===== config.mk =====
export PLATFORM = sky130hd
export DESIGN_NAME = comm_loader
export DESIGN_NICKNAME = d
export VERILOG_FILES = /design/src/rtl/comm_loader.sv
export SDC_FILE = /design/constraint.sdc
export NUM_CORES = 1
export LEC_CHECK = 0
export CAP_MARGIN = 20
export CORE_MARGIN = 2
export CORE_UTILIZATION = 57
export DETAILED_ROUTE_END_ITERATION = 7
export GPL_ROUTABILITY_DRIVEN = 0
export PLACE_DENSITY = 0.94
export SLEW_MARGIN = 20
export SYNTH_ARGS = -nofsm -noshare
export SYNTH_HDL_FRONTEND = slang
export SYNTH_SLANG_ARGS = --single-unit

===== constraint.sdc =====
create_clock -name clk -period 6.9 [get_ports clk]
set_input_delay 1.035 -clock clk [delete_from_list [all_inputs] [get_ports clk]]
set_output_delay 1.035 -clock clk [all_outputs]
set_load 0.05 [all_outputs]

===== src/rtl/comm_loader.sv =====
`default_nettype none
// ------------------------------------------------------------------
// comm_loader: lock-step initiator for the UART ping/write/read protocol
// Rev 1.0
// ------------------------------------------------------------------
module comm_loader #(
  parameter int         WORDS          = 32,
  parameter int         TIMEOUT_CYCLES = 100000,
  parameter logic [7:0] POLL_BYTE      = 8'h2E
) (
  input  logic        clk,
  input  logic        rst,
  input  logic        start,
  input  logic [1:0]  op,
  output logic [7:0]  tx_data,
  output logic        tx_valid,
  input  logic        tx_ready,
  input  logic [7:0]  rx_data,
  input  logic        rx_valid,
  output logic [4:0]  img_addr,
  input  logic [15:0] img_data,
  output logic        rd_we,
  output logic [4:0]  rd_addr,
  output logic [15:0] rd_wdata,
  output logic        busy,
  output logic        done,
  output logic        error,
  output logic [1:0]  err_code
);

  localparam int WW = (WORDS > 1) ? $clog2(WORDS) : 1;
  localparam int IW = $clog2(2 * WORDS + 2);
  localparam int TW = $clog2(TIMEOUT_CYCLES + 1);
  localparam logic [IW-1:0] LAST_IDX  = IW'(2 * WORDS + 1);
  localparam logic [WW-1:0] LAST_WORD = WW'(WORDS - 1);
  localparam logic [TW-1:0] TMO_LAST  = TW'(TIMEOUT_CYCLES - 1);

  localparam logic [1:0] OP_PING  = 2'd0;
  localparam logic [1:0] OP_WRITE = 2'd1;
  localparam logic [1:0] OP_READ  = 2'd2;

  typedef enum logic [1:0] {
    S_IDLE = 2'd0,
    S_LOAD = 2'd1,
    S_SEND = 2'd2,
    S_WAIT = 2'd3
  } state_t;

  state_t          state_q, state_d;
  logic [1:0]      op_q, op_d;
  logic [IW-1:0]   idx_q, idx_d;
  logic [WW-1:0]   word_q, word_d;
  logic [TW-1:0]   timer_q, timer_d;
  logic [15:0]     hold_q, hold_d;
  logic [7:0]      rhigh_q, rhigh_d;
  logic            busy_q, busy_d;
  logic            done_q, done_d;
  logic            error_q, error_d;
  logic [1:0]      err_q, err_d;
  logic            rd_we_q, rd_we_d;
  logic [WW-1:0]   rd_addr_q, rd_addr_d;
  logic [15:0]     rd_wdata_q, rd_wdata_d;

  logic [7:0]      tx_byte;
  logic [7:0]      exp_byte;
  logic            any_ok;
  logic            is_last;
  logic            start_ok;

  always_ff @(posedge clk) begin
    if (rst) begin
      state_q    <= S_IDLE;
      op_q       <= 2'd0;
      idx_q      <= '0;
      word_q     <= '0;
      timer_q    <= '0;
      hold_q     <= 16'd0;
      rhigh_q    <= 8'd0;
      busy_q     <= 1'b0;
      done_q     <= 1'b0;
      error_q    <= 1'b0;
      err_q      <= 2'd0;
      rd_we_q    <= 1'b0;
      rd_addr_q  <= '0;
      rd_wdata_q <= 16'd0;
    end else begin
      state_q    <= state_d;
      op_q       <= op_d;
      idx_q      <= idx_d;
      word_q     <= word_d;
      timer_q    <= timer_d;
      hold_q     <= hold_d;
      rhigh_q    <= rhigh_d;
      busy_q     <= busy_d;
      done_q     <= done_d;
      error_q    <= error_d;
      err_q      <= err_d;
      rd_we_q    <= rd_we_d;
      rd_addr_q  <= rd_addr_d;
      rd_wdata_q <= rd_wdata_d;
    end
  end

  always_comb begin
    state_d    = state_q;
    op_d       = op_q;
    idx_d      = idx_q;
    word_d     = word_q;
    timer_d    = timer_q;
    hold_d     = hold_q;
    rhigh_d    = rhigh_q;
    done_d     = done_q;
    error_d    = error_q;
    err_d      = err_q;
    rd_we_d    = 1'b0;
    rd_addr_d  = rd_addr_q;
    rd_wdata_d = rd_wdata_q;
    // busy trails the state by one cycle so it overlaps the done/error edge
    busy_d     = (state_q != S_IDLE);
    start_ok   = start && (state_q == S_IDLE) && !busy_q;

    is_last  = (op_q == OP_WRITE || op_q == OP_READ) ? (idx_q == LAST_IDX) : (idx_q == '0);
    tx_byte  = POLL_BYTE;
    exp_byte = 8'h00;
    any_ok   = 1'b0;
    if (idx_q == '0) begin
      case (op_q)
        OP_PING:  begin tx_byte = 8'h70; exp_byte = 8'h50; end
        OP_WRITE: begin tx_byte = 8'h77; exp_byte = 8'h57; end
        OP_READ:  begin tx_byte = 8'h72; exp_byte = 8'h52; end
        default:  begin tx_byte = 8'h78; exp_byte = 8'h3F; end
      endcase
    end else if (idx_q == LAST_IDX) begin
      exp_byte = 8'h45;
    end else if (op_q == OP_WRITE) begin
      tx_byte  = idx_q[0] ? hold_q[15:8] : hold_q[7:0];
      exp_byte = idx_q[0] ? 8'h2B : 8'h2D;
    end else begin
      any_ok = 1'b1;
    end

    case (state_q)
      S_IDLE: begin
        if (start_ok) begin
          op_d    = op;
          idx_d   = '0;
          word_d  = '0;
          done_d  = 1'b0;
          error_d = 1'b0;
          err_d   = 2'd0;
          busy_d  = 1'b1;
          state_d = S_SEND;
        end
      end
      // one cycle for img_data to follow the new img_addr before capture
      S_LOAD: begin
        hold_d  = img_data;
        state_d = S_SEND;
      end
      S_SEND: begin
        if (tx_ready) begin
          timer_d = '0;
          state_d = S_WAIT;
        end
      end
      default: begin
        timer_d = timer_q + 1'b1;
        if (rx_valid) begin
          if (any_ok || rx_data == exp_byte) begin
            if (any_ok) begin
              if (idx_q[0]) begin
                rhigh_d = rx_data;
              end else begin
                rd_we_d    = 1'b1;
                rd_addr_d  = word_q;
                rd_wdata_d = {rhigh_q, rx_data};
              end
            end
            if (is_last) begin
              done_d  = 1'b1;
              state_d = S_IDLE;
            end else begin
              idx_d = idx_q + 1'b1;
              // a low byte closes a word; saturate so the count never wraps
              if (!idx_q[0] && idx_q != '0 && word_q != LAST_WORD)
                word_d = word_q + 1'b1;
              state_d = (op_q == OP_WRITE && idx_d[0] && idx_d != LAST_IDX) ? S_LOAD : S_SEND;
            end
          end else begin
            error_d = 1'b1;
            err_d   = 2'd2;
            state_d = S_IDLE;
          end
        end else if (timer_q == TMO_LAST) begin
          error_d = 1'b1;
          err_d   = 2'd1;
          state_d = S_IDLE;
        end
      end
    endcase
  end

  assign tx_valid = (state_q == S_SEND);
  assign tx_data  = (state_q == S_SEND) ? tx_byte : 8'h00;
  assign img_addr = 5'(word_q);
  assign rd_we    = rd_we_q;
  assign rd_addr  = 5'(rd_addr_q);
  assign rd_wdata = rd_wdata_q;
  assign busy     = busy_q;
  assign done     = done_q;
  assign error    = error_q;
  assign err_code = err_q;

endmodule
`default_nettype wire


# ---- Yosys cells after proc, flatten, opt, wreduce, memory -nomap -nowiden
# Index checks and enable logic that the tools add are counted.
dict set report classes {
  add_sub_neg 3
  n_eq_ne 13
  muxes 53
  bitwise_logic 7
  reduce_logical 34
}
# operator count
set op_table {}
lappend op_table {{$mux W8} 6}
lappend op_table {{$mux W7} 5}
lappend op_table {{$pmux W17 S2} 1}
lappend op_table {{$mux W5} 5}
lappend op_table {{$mux W2} 11}
lappend op_table {{$pmux W7 S3} 1}
lappend op_table {{$reduce_and A5 Y1} 4}
lappend op_table {{$add A17 B1 Y17 const B} 1}
lappend op_table {{$eq A17 B17 Y1 const B} 1}
lappend op_table {{$mux W17} 1}
lappend op_table {{$mux W1} 14}
lappend op_table {{$pmux W7 S2} 1}
lappend op_table {{$pmux W4 S3} 1}
lappend op_table {{$pmux W5 S2} 1}
lappend op_table {{$reduce_bool A2 Y1} 5}
lappend op_table {{$eq A8 B8 Y1} 1}
lappend op_table {{$add A7 B1 Y7 const B} 1}
lappend op_table {{$eq A7 B7 Y1 const B} 1}
lappend op_table {{$logic_not A7 Y1} 1}
lappend op_table {{$ne A7 B7 Y1 const B} 1}
lappend op_table {{$not A1 Y1} 7}
lappend op_table {{$reduce_bool A7 Y1} 1}
lappend op_table {{$reduce_or A7 Y1} 1}
lappend op_table {{$logic_and A1 B1 Y1} 6}
lappend op_table {{other kinds (23)} 32}
dict set report word_totals {
  regBits 84
  in_bits 31
  out_inout_bits 41
  word_cells 124
}

# ---- Depth between registers and ports, before layout
dict set report logic_depth {
  word_depth 9
  ltp_mapped 11
  depth_no_buf 9
}

# ---- Least setup slack after synthesis
# Ideal clock, no wire load.
dict set report synth_timing {
  path_kind {register to output}
  from {register idx_q[3]}
  to {output tx_data[1]}
  arrival_ps 2500
  required_time_ps 5865
  slack_ps 3365
  stages_incl_launch_ff 7
  path_buffers 2
  cell_sequence {dfxtp_1 -> buf_6 -> or4_4 -> buf_6 -> o21ai_2 -> a211oi_1 -> nor3b_1}
}
dict set report synth_between {
  elab_chain_len 4
  elab_cells_between_ends 5
  cone_classes {eq/ne (1); mux (3); reduce/logical (1)}
}
# element line
set synth_rtl {}
lappend synth_rtl {{start, declared} 51} ;# logic [IW-1:0] idx_q, idx_d;
lappend synth_rtl {{start signal, assigned} 89} ;# idx_q <= idx_d;
lappend synth_rtl {{$eq A7 B7 Y1} 133} ;# end else if (idx_q == LAST_IDX) begin
lappend synth_rtl {{$mux W8} 133}
lappend synth_rtl {{$mux W8 *} 126} ;# if (idx_q == '0) begin
lappend synth_rtl {{$mux W8 *} 204} ;# assign tx_data = (state_q == S_SEND) ? tx_byte : 8'h00;
lappend synth_rtl {{end, declared} 15} ;# output logic [7:0] tx_data,
# Mark *: on every way between the ends. The rest lies on a longest branch, timed or not.

# ---- Final worst setup path
dict set report layout_timing {
  from {register idx_q[0]}
  to {output tx_data[1]}
}
dict set report layout_between {
  elab_chain_len 5
  elab_cells_between_ends 7
  cone_classes {eq/ne (1); mux (5); reduce/logical (1)}
}
# element line
set layout_rtl {}
lappend layout_rtl {{$mux W8} 136} ;# tx_byte = idx_q[0] ? hold_q[15:8] : hold_q[7:0];
lappend layout_rtl {{$mux W8} 135} ;# end else if (op_q == OP_WRITE) begin
lappend layout_rtl {{$mux W8} 133}
lappend layout_rtl {{$mux W8 *} 126}
lappend layout_rtl {{$mux W8 *} 204}
# Marked as above.

==> impl_metrics.toml <==
[place]
port_buffers = 71
placed_area_mm2 = 0.00489
dp.cells = 634
pre_cts_ws_ns = 3.01
dpl.hpwl_um = 7090

[synth]
synth_edf_count = 0
synth_top_area_share_pct = 40.3
synth-main-ff-cell = "dfxtp_1"
ys_seq_elements = 84
syn_nets = 531
avgSynthCellArea_um2 = 8.58
yosysWarnings = 0
ys_async_sr_fraction_pct = 0
synth_area_leaders = "dfxtp_1 (40%), mux2i_1 (7.9%), nor2_1 (6.0%), nand2_1 (5.5%), a21oi_1 (4.2%)"
syn_inst = 487
syn-cell-area_mm2 = 0.00418
synthDistinctLibCells = 61
synth_seq_area_share_pct = 40.3
yosysTopAreaCell = "dfxtp_1"

[floorplan]
die-area_mm2 = 0.00803
die_w_um = 89.6
io_pins = 72
rows = 31
initial_core_util_pct = 58.2
coreArea_mm2 = 0.00718
die_y_um = 89.6

[route]
dr.pass1.iters = 5
totalWireLength_um = 9830
drt-wirelength-per-cell_um = 15.1
ant_nets = 0
viasPerCell = 5.77
vias = 3753
drc = 0
first_iter_violations = 267

[grt]
grt_pass1_vias = 3491
antenna_found_initial = 0
grt_max_degree = 70
grt_pass1_wl_um = 15700
overflow = 0
grt_use_total_pct = 24.9

[timing]
fin_ws_ns = 2.60
maxSlewViolCount = 0
finalHoldWorstSlack_ns = 0.454
max_freq_ghz = 0.232
slew_headroom_pct = 32.0
setup_tns_ns = 0
tightest_slew_ns = 1.02
setup_viol = 0
finalCriticalPeriod_ns = 4.30
skew_ns = 0.00802
hold_violations = 0
fin_crit_sh_pct = 62.3
rsz0062_at_grt = "no"

[clock_tree]
clk_latency_ns = 0.36
cts_sinks = 84
root_buffer = "clkbuf_8"
ctsResizeCount = 0
cts_buffers = 9
cts_max_level = 3
clkTransAtPathRegs_ns = 0.09
post_cts_buffers = 0
cts_buffer_depth = 2
cts_tree = "yes"
cts_hold_buf = 0

[layout]
area_growth_pct = 21.8
diodes = 0
fin_cells = 650
fillers = 522
finish.net_count = 590
drive_above_1_share_pct = 7.26
final_area_mm2 = 0.00509
fin_util_pct = 70.9

[worst_setup_path]
cp_data_required_time_ns = 5.86
worstPathArrival_ns = 3.27
crit_path_end_kind = "output port"
setup.worst_path.start_class = "flop"
crit_type = "flop to output port"
crit_fanout = 19
r2r_slack_ns = 3.31

[power]
powerDensity_mw_per_mm2 = 270
leakage_nw = 1.77
pwr-share-seq_pct = 39.8
switching_share_pct = 36.4
total_power_mw = 1.38
clkPwrFrac_pct = 26.0
p_int_uw = 875
p_sw_uw = 500
ir_worst_vdd_v = 0.000154
share_comb_of_total_power_pct = 34.1

[run_status]
status = "finished clean"

[run]
drv_cap = 0

[min_path]
hold_path_class = "flop to flop"
[power groups by stage]
stage          combinational (mW)  sequential (mW)  clock, mW
2_1_floorplan               0.308            0.582          0
3_3_place_gp                0.447            0.556          0
3_5_place_dp                0.463            0.559          0
4_1_cts                     0.466            0.548      0.360
5_1_grt                     0.504            0.552      0.385
6_report                    0.469            0.548      0.358
[metal layers]
layer	up-vias	track usage [%]	wire length, um
met5	-	0	0
met4	0	8.14	184
met3	23	6.49	639
met2	140	40.5	4820
met1	1776	32.3	4190
li1	1814	-	-
[path summary, 6_finish.rpt]
check,startpoint,to,cells after the start
min reg2reg,rhigh_q[5]$_SDFFE_PP0P_,rd_wdata[13]$_SDFFE_PP0P_,2
min,rhigh_q[5]$_SDFFE_PP0P_,rd_wdata[13]$_SDFFE_PP0P_,2
max reg2reg,idx_q[0]$_SDFFE_PP0P_,rd_wdata[10]$_SDFFE_PP0P_,8
max,idx_q[0]$_SDFFE_PP0P_,tx_data[1],7
[cells in the mapped netlist (5+ instances only)]
master	count
nor2_1	67
dfxtp_1	84
ha_1	13
inv_1	16
xnor2_1	10
nand2_1	61
xor2_1	8
o21ai_0	16
nor3_1	7
buf_6	5
mux2i_1	33
nand3_1	17
a21oi_1	35
and3_1	7
nand2b_1	7
clkbuf_1	15
[sequential cells by signal (all words and copies together) (netlist names)]
register and count:
timer_q 17, hold_q 16, rd_wdata 16, rhigh_q 8, idx_q 7, img_addr 5
rd_addr 5, err_code 2, op_q 2, state_q 2, busy 1, done 1
error 1, rd_we 1
[critical path: stages (launching register included)]
cell and delay (ns):
dfxtp_1 0.81, inv_1 0.21, ha_1 0.31, and2b_2 0.22, nand2_1 0.21, nor2_1 0.09, nor3b_1 0.23, clkdlybuf4s50_1 0.85
[area by class of cell]
type / instances / area (um2) / share of cell area [%]
multi-input cells: 362 / 2300 / 45.2
well taps: 99 / 124 / 2.43
inverters: 16 / 60.1 / 1.18
flip-flops and latches: 84 / 1680 / 33.1
clock inverters: 5 / 60.1 / 1.18
clock buffers: 11 / 141 / 2.78
repair buffers: 73 / 721 / 14.2
[layout by cell type, fill, tap and decap left out, drive strengths merged, types with 4 or more instances in the layout]
master and count:
o32ai 4, nand2 61, o32a 4, nand3 17
a21oi 35, xnor2 10, mux2i 33, o21ai 17
inv 17, dfxtp 84, ha 13, nor2 67
and3 9, o311ai 4, and2 5, mux2 4
clkdlybuf4s50 70, xor2 8, nand2b 7, nor3 7
a211oi 4, or3 4, clkbuf 11
[cells by family after synthesis]
| kind of cell | count (synthesis) | share of synthesized area [%] |
|---|---|---|
| XOR/XNOR | 18 | 3.77 |
| adder cells (fa/ha/maj) | 13 | 3.89 |
| AND/OR/NAND/NOR | 202 | 23.3 |
| AO/OA/AOI/OAI | 92 | 15.1 |
| multiplexers | 37 | 8.98 |
| buffers and inverters | 41 | 4.70 |
| flip-flops | 84 | 40.3 |
Note: power is estimated with default switching activity, not from simulation.
